--- config.mk ---
export PLATFORM = sky130hd
export DESIGN_NAME = uart_tx_result
export DESIGN_NICKNAME = d
export VERILOG_FILES = /design/src/rtl/uart_tx_result.sv
export SDC_FILE = /design/constraint.sdc
export NUM_CORES = 1
export LEC_CHECK = 0
export CAP_MARGIN = 30
export CORE_UTILIZATION = 40
export CTS_BUF_LIST = sky130_fd_sc_hd__clkbuf_8
export CTS_CLUSTER_SIZE = 25
export DETAILED_ROUTE_END_ITERATION = 8
export PLACE_DENSITY = 0.64
export REMOVE_ABC_BUFFERS = 1
export SLEW_MARGIN = 15
export SYNTH_ARGS = -nofsm -noshare
export SYNTH_HDL_FRONTEND = slang
export SYNTH_SLANG_ARGS = --single-unit
--- constraint.sdc ---
create_clock -name i_clk -period 4.5 [get_ports i_clk]
set_input_delay 0.45 -clock i_clk [delete_from_list [all_inputs] [get_ports i_clk]]
set_output_delay 0.45 -clock i_clk [all_outputs]
set_load 0.02 [all_outputs]
--- src/rtl/uart_tx_result.sv ---
// uart_tx_result: serialises one SIZE_DATA_I-bit result word as
// SIZE_DATA_I/SIZE_DATA_O UART frames, low byte first. Each bit lasts
// OVER_SAMPLE i_stick pulses.
// Optional feature macro: UART_TX_PARITY_EN adds an even-parity bit after the
// data bits of every frame.
module uart_tx_result #(
  parameter int SIZE_DATA_I = 32,
  parameter int SIZE_DATA_O = 8,
  parameter int OVER_SAMPLE = 16,
  parameter int STOP_BITS   = 1
) (
  input  logic                   i_clk,
  input  logic                   i_rst_n,
  input  logic                   i_stick,
  input  logic                   i_tx_en,
  input  logic                   i_valid,
  input  logic [SIZE_DATA_I-1:0] i_data,
  output logic                   o_ready,
  output logic                   o_tx_data,
  output logic                   o_tx_busy,
  output logic                   o_tx_done
);

  localparam int NUM_BYTES = SIZE_DATA_I / SIZE_DATA_O;
  localparam int TW = (OVER_SAMPLE > 1) ? $clog2(OVER_SAMPLE) : 1;
  localparam int BW = (SIZE_DATA_O > 1) ? $clog2(SIZE_DATA_O) : 1;
  localparam int NW = (NUM_BYTES > 1) ? $clog2(NUM_BYTES) : 1;

`ifdef UART_TX_PARITY_EN
  typedef enum logic [2:0] {IDLE, START, DATA, PARITY, STOP, DONE} state_t;
`else
  typedef enum logic [2:0] {IDLE, START, DATA, STOP, DONE} state_t;
`endif

  state_t                 state;
  logic [SIZE_DATA_I-1:0] shreg;
  logic [NW-1:0]          byte_cnt;
  logic [BW-1:0]          bit_idx;
  logic [TW-1:0]          tick;
  logic                   stop_cnt;
  logic [SIZE_DATA_O-1:0] cur_byte;
  logic [BW-1:0]          next_idx;
  logic                   bit_end;

  assign cur_byte = shreg[SIZE_DATA_O-1:0];
  assign next_idx = bit_idx + BW'(1);
  // A bit time closes on the tick that completes OVER_SAMPLE pulses.
  assign bit_end  = i_stick && (tick == TW'(OVER_SAMPLE - 1));

  // Transmit FSM; every output is registered so the line only moves on bit boundaries.
  always_ff @(posedge i_clk) begin
    if (!i_rst_n) begin
      state     <= IDLE;
      shreg     <= '0;
      byte_cnt  <= '0;
      bit_idx   <= '0;
      tick      <= '0;
      stop_cnt  <= 1'b0;
      o_ready   <= 1'b0;
      o_tx_data <= 1'b1;
      o_tx_busy <= 1'b0;
      o_tx_done <= 1'b0;
    end else begin
      o_tx_done <= 1'b0;
      // Tick counter runs only while a frame is on the line.
      if (state != IDLE && state != DONE && i_stick)
        tick <= bit_end ? '0 : tick + TW'(1);
      case (state)
        IDLE: begin
          o_ready <= i_tx_en;
          if (i_valid && o_ready) begin
            shreg     <= i_data;
            byte_cnt  <= '0;
            bit_idx   <= '0;
            tick      <= '0;
            stop_cnt  <= 1'b0;
            o_ready   <= 1'b0;
            o_tx_busy <= 1'b1;
            o_tx_data <= 1'b0;
            state     <= START;
          end
        end
        START: if (bit_end) begin
          o_tx_data <= cur_byte[0];
          bit_idx   <= '0;
          state     <= DATA;
        end
        DATA: if (bit_end) begin
          if (bit_idx == BW'(SIZE_DATA_O - 1)) begin
            bit_idx <= '0;
`ifdef UART_TX_PARITY_EN
            o_tx_data <= ^cur_byte;
            state     <= PARITY;
`else
            o_tx_data <= 1'b1;
            stop_cnt  <= 1'b0;
            state     <= STOP;
`endif
          end else begin
            bit_idx   <= next_idx;
            o_tx_data <= cur_byte[next_idx];
          end
        end
`ifdef UART_TX_PARITY_EN
        PARITY: if (bit_end) begin
          o_tx_data <= 1'b1;
          stop_cnt  <= 1'b0;
          state     <= STOP;
        end
`endif
        STOP: if (bit_end) begin
          if (stop_cnt == 1'(STOP_BITS - 1)) begin
            shreg    <= shreg >> SIZE_DATA_O;
            byte_cnt <= byte_cnt + NW'(1);
            if (byte_cnt == NW'(NUM_BYTES - 1)) begin
              state <= DONE;
            end else begin
              // Next frame starts immediately, no idle gap.
              o_tx_data <= 1'b0;
              state     <= START;
            end
          end else begin
            stop_cnt <= 1'b1;
          end
        end
        DONE: begin
          o_tx_done <= 1'b1;
          o_tx_busy <= 1'b0;
          o_ready   <= i_tx_en;
          state     <= IDLE;
        end
        default: state <= IDLE;
      endcase
    end
  end

endmodule
==> impl_results.md, run 1 <==
- TritonCTS clock tree: yes
- DRT Pass-1 Iters: 4
- Die area: 6080 µm²
- Largest net degree at the start of global routing: 49
- Clock Skews: 0.00558 ns
- Leading register cell type out of synthesis: dfxtp_1
- HPWL Detailed: 2910 µm
- Antenna fix cells: 0
- WHS: 0.470 ns
- Clk pwr share: 35.8%
- Total Power: 855 µW
- R2R Setup Slk: 2.25 ns
- Fin nets: 308
- Hold Path End: bit_idx[2]
- Post-DRT Antenna Nets: 0
- Htree depth: 2
- Seq cells post-synth: 48
- Max Cap Viol: 0
- Worst endpoint data arrival time: 2.46 ns
- Seq/Total Area, Yosys: 41.6%
- CP Data Required Time: 4.70 ns
- Combinational group share of total power: 11.3%
- Core Region: 5540 µm²
- Syn Inst Count: 237
- Worst Hold Launch: bit_idx[2]
- Fin crit period: 2.26 ns
- Worst-case clock buffer depth: 2
- Period Utilization, post-route: 50.1%
- Final Wtd Congestion: 0.758
- EDFF count, synth: 0
- Internal Power: 662 µW
- Die height: 77.9 µm
- Area delta synth->final: 21.5%
- Power Density: 305 nW/µm²
- Crit path kind: flip-flop to flip-flop
- Synth unique cells: 36
- Synth warnings: 0
- RSZ-0062 raised after global routing: no
- Worst Tran Pin Value: 0.590 ns
- WL final: 4430 µm
- Reg2Reg Depth: 5
- I/O Buffers: 40
- CP startpoint: state[0]
- Die width: 77.9 µm
- CP startpoint kind: flip-flop
- Worst min path class: flip-flop to flip-flop
- Number of global-route vias before repair: 1,703
- Most common cell after layout, fill and taps aside: dfxtp_1
- Multi-input combinational cell area: 1220 µm²
- Most frequent cells in the layout: dfxtp_1 (48), clkdlybuf4s50_1 (40), nand2_1 (36)
- First-pass GRT wire length: 7770 µm
- Slew Limit Fails: 0
- Congestion Overflow GR: 0
- Worst-skew pair later-pin latency: 0.30 ns
- Critical R2R Capture: shreg[7]
- VDD IR-drop max: 0.124 mV
- Worst R2R Start: state[0]
- Remaining DRCs: 0
- Non-filler cells, final: 340
- Clk sink count: 48
- Total GRT Usage: 16.2%
- Synth Cell Area: 2310 µm²
- Slew headroom: 60.5%
- Num rows: 27
- Vias: 1,784
- Cell taking the most area after synthesis: dfxtp_1
- Iter 0 DRT Violations: 93
- CTS Hold Bufs: 0
- Yosys top cell area share: 41.6%
- Seq pwr share: 52.9%
- Fraction of registers with async set/reset: 0%
- Hold Path Depth: 2
- Fillers: 550
- Drt wl/cell: 13.0 µm
- Highest clock rate: 0.443 GHz
- Setup TNS: 0 ns
- Switch Pwr: 193 µW
- Largest cells by area after synthesis: dfxtp_1 (42%), mux2i_1 (13%), o211a_1 (10%)
- Root buf cell: clkbuf_8
- Leakage: 1.41 nW
- CTS resizes: 0
- Drt via density: 5.25
- Initial antenna violation count: 0
- Cells after DPL: 332
- Crit end category: flip-flop
- Register Area: 961 µm²
- Reg clk slew, reported paths: 0.09 ns
- Sw Share: 22.6%
- Avg Inst Size Synth: 9.74 µm²
- Layout cell share with drive strength beyond 1: 5.60%
- Post-CTS setup buffer count: 0
- I/O pins: 41
- Setup violators final: 0
- Total CTS buffers: 5
- Final hold vios: 0
- Initial Utilization: 41.6%
- Crit path max fanout: 48
- Status: finished, final reports clean
-- flip-flops by register name, summed over array words and instances (netlist names) --
name / count
byte_cnt: 2
tick: 4
shreg: 32
state: 3
bit_idx: 3
o_tx_done: 1
o_tx_busy: 1
o_ready: 1
o_tx_data: 1
-- stage by stage --
step | area (µm²) | setup slack (ns) | util [%]
4_1_cts | 2800 | 2.24 | 50.6
3_5_place_dp | 2700 | 1.98 | 48.6
6_report | 2800 | 2.25 | 50.6
3_3_place_gp | 2700 | 2.00 | 48.6
5_1_grt | 2800 | 2.01 | 50.6
2_1_floorplan | 2190 | 1.90 | -
-- logic make-up (layout without fill, tap and decap cells) --
family | count (synthesis) | count (layout) | synth area share, %
AO/OA/AOI/OAI | 49 | 49 | 17.7
XOR/XNOR | 3 | 3 | 1.14
adder cells (fa/ha/maj) | 4 | 4 | 2.17
buffers and inverters | 22 | 53 | 5.59
flip-flops | 48 | 48 | 41.6
multiplexers | 31 | 31 | 14.5
AND/OR/NAND/NOR | 80 | 80 | 17.2
-- layout make-up --
type,instances,share of cell area (%)
clock inverter,3,1.38
clock buffer,5,2.46
tap,72,3.21
timing repair buffer,42,14.8
multi-input combinational,167,43.4
sequential,48,34.3
inverter,3,0.402
-- cell usage after synthesis, types with 2 or more instances --
cell type  count
nor3_1         3
nor2b_1       11
a21oi_1        8
buf_4          2
or3b_1         2
nor3b_1        2
nand3_1        4
buf_2          7
nand2_1       36
o211ai_1       2
mux2i_1       29
nand3b_1       2
clkbuf_1       6
buf_6          4
a22oi_1       10
nand4_1        2
nor2_1        11
ha_1           4
dfxtp_1       48
inv_1          3
mux4_2         2
xnor2_1        2
o211a_1       24
-- power by group through the flow --
| stage | clock, mW | combinational (mW) | sequential (mW) |
|---|---|---|---|
| global route | 0.336 | 0.107 | 0.455 |
| floorplan | 0 | 0.0442 | 0.462 |
| finish | 0.306 | 0.0963 | 0.453 |
| global placement | 0 | 0.0967 | 0.462 |
| detailed placement | 0 | 0.0975 | 0.463 |
| CTS | 0.318 | 0.0976 | 0.453 |
-- how the worst max path moves through the flow --
stage          cells past startpoint  slack [ns]        end
2_1_floorplan                      5        1.90   shreg[0]
3_3_place_gp                       6        2.00  shreg[15]
3_5_place_dp                       6        1.98   shreg[7]
4_1_cts                            5        2.24   shreg[7]
5_1_grt                            5        2.01   shreg[7]
6_report                           5        2.25   shreg[7]
-- metal layers --
metal	share of wire (%)	GRT usage, %	up-vias
met3	5.0	5.06	7
li1	-	-	903
met2	45	25.5	35
met1	49	21.0	839
met4	1.1	5.00	0
met5	0	0	-
-- critical path, cell delays in order (launching register included) --
cell and delay [ns]:
dfxtp_1 0.43, or2_1 0.37, nor3_4 0.54, or2_4 0.54, nand2_1 0.12, o211a_1 0.15
Note: power is estimated with default switching activity, not from simulation.
==> run 2, diff against run 1 <==
- clock period: 4.5 -> 2.2 ns (I/O delays scaled with it)
==> impl_results.md, run 2 (synthesis results as in run 1) <==
- Status: finished, final reports clean
- Drt via density: 5.11
- Worst min path class: flip-flop to flip-flop
- Clk sink count: 48
- Die width: 77.9 µm
- Fillers: 567
- Largest net degree at the start of global routing: 29
- HPWL Detailed: 3160 µm
- VDD IR-drop max: 0.286 mV
- Slew headroom: 67.7%
- Most common cell after layout, fill and taps aside: dfxtp_1
- Worst Hold Launch: bit_idx[1]
- Crit end category: flip-flop
- Global routing met3 resource utilization: 5.53%
- Post-CTS setup buffer count: 0
- R2R Setup Slk: 0.23 ns
- Total Power: 1.67 mW
- Reg clk slew, reported paths: 0.08 ns
- Crit path max fanout: 5
- CP Data Required Time: 2.39 ns
- Power Density: 584 nW/µm²
- Critical R2R Capture: o_tx_data
- Number of global-route vias before repair: 1,800
- Slew Limit Fails: 0
- Hold Path End: bit_idx[1]
- CTS resizes: 0
- Top Usage Layer GRT: met2
- Antenna fix cells: 0
- Initial antenna violation count: 0
- Core Region: 5540 µm²
- Worst Tran Pin Value: 0.484 ns
- Setup TNS: 0 ns
- Final Wtd Congestion: 0.785
- I/O pins: 41
- Hold Path Depth: 2
- Total GRT Usage: 16.4%
- CP startpoint kind: flip-flop
- Period Utilization, post-route: 89.5%
- Num rows: 27
- RSZ-0062 raised after global routing: no
- TritonCTS clock tree: yes
- Total CTS buffers: 5
- DRT Pass-1 Iters: 4
- Setup violators final: 0
- Final hold vios: 0
- Reg2Reg Depth: 7
- I/O Buffers: 40
- CTS Hold Bufs: 0
- Max FFs per register: 32
- Highest clock rate: 0.508 GHz
- Grt met1 use: 18.9%
- Grt met2 use: 28.4%
- WL final: 4470 µm
- Largest regs: shreg x32, tick x4
- Leakage: 1.44 nW
- Iter 0 DRT Violations: 58
- Root buf cell: clkbuf_8
- Worst R2R Start: bit_idx[0]
- Htree depth: 2
- Layout cell share with drive strength beyond 1: 8.36%
- Vias: 1,772
- Worst-skew pair later-pin latency: 0.30 ns
- Largest reg by FF count: shreg
- Crit path kind: flip-flop to flip-flop
- Most frequent cells in the layout: dfxtp_1 (48), clkdlybuf4s50_1 (40), nand2_1 (36)
- Worst-case clock buffer depth: 2
- Area delta synth->final: 23.6%
- Post-DRT Antenna Nets: 0
- Fin nets: 315
- Drt wl/cell: 12.9 µm
- Remaining DRCs: 0
- Die area: 6080 µm²
- Initial Utilization: 41.6%
- Worst endpoint data arrival time: 2.16 ns
- Fin crit period: 1.97 ns
- Max Cap Viol: 0
- Clock Skews: 0.00546 ns
- First-pass GRT wire length: 7760 µm
- Die height: 77.9 µm
- Congestion Overflow GR: 0
==> run 2: cell count changes in the layout (fill, tap and decap cells not counted), sizes merged <==
cell,change
clkinv,+1
bufinv,-1
buf,+7
clkbuf,+1
inv,-1
==> run 2: layer usage <==
| metal | part of all wire, % | up-vias | routed length, µm |
|---|---|---|---|
| met5 | 0 | - | 0 |
| met4 | 0.94 | 0 | 42 |
| met3 | 5.1 | 5 | 227 |
| met2 | 47 | 35 | 2090 |
| met1 | 47 | 808 | 2100 |
| li1 | - | 924 | - |
==> run 2: where the power goes <==
group	switching (mW)	total, mW	internal [mW]
logic	0.0804	0.207	0.126
clock network	0.283	0.535	0.251
registers	0.0219	0.926	0.904
==> run 2: critical path, stage by stage (launching register included) <==
cell,delay (ns)
dfxtp_1,0.36
ha_1,0.21
ha_1,0.35
mux4_2,0.51
a21oi_1,0.16
o211ai_1,0.09
mux2i_1,0.13
nand2_1,0.06
==> run 2: worst max path at each step <==
stage | start | end | slack, ns | depth (start not counted)
floorplan | state[0] | shreg[0] | -0.40 | 5
global placement | bit_idx[0] | o_tx_data | 0.28 | 7
detailed placement | bit_idx[0] | o_tx_data | 0.24 | 7
CTS | bit_idx[0] | o_tx_data | 0.22 | 7
global route | bit_idx[0] | o_tx_data | 0.11 | 7
finish | bit_idx[0] | o_tx_data | 0.23 | 7
==> run 2: per-stage QoR <==
stage,worst slack (ns),hold WS [ns],instance area [µm²],instances,utilization [%]
2_1_floorplan,-0.397,0.282,2190,218,-
3_3_place_gp,0.277,0.454,2760,339,49.8
3_5_place_dp,0.241,0.466,2760,339,49.8
4_1_cts,0.219,0.479,2850,347,51.5
5_1_grt,0.113,0.510,2850,347,51.5
6_report,0.231,0.473,2850,347,51.5
==> run 2: cell type report <==
class                      count  area, µm²  area share, %
clock buffer                   6       82.6           2.89
clock inverter                 2       10.0          0.351
inverter                       3       11.3          0.395
multi-input combinational    167       1220           42.7
sequential                    48        961           33.7
tap                           72       90.1           3.16
timing repair buffer          49        480           16.8
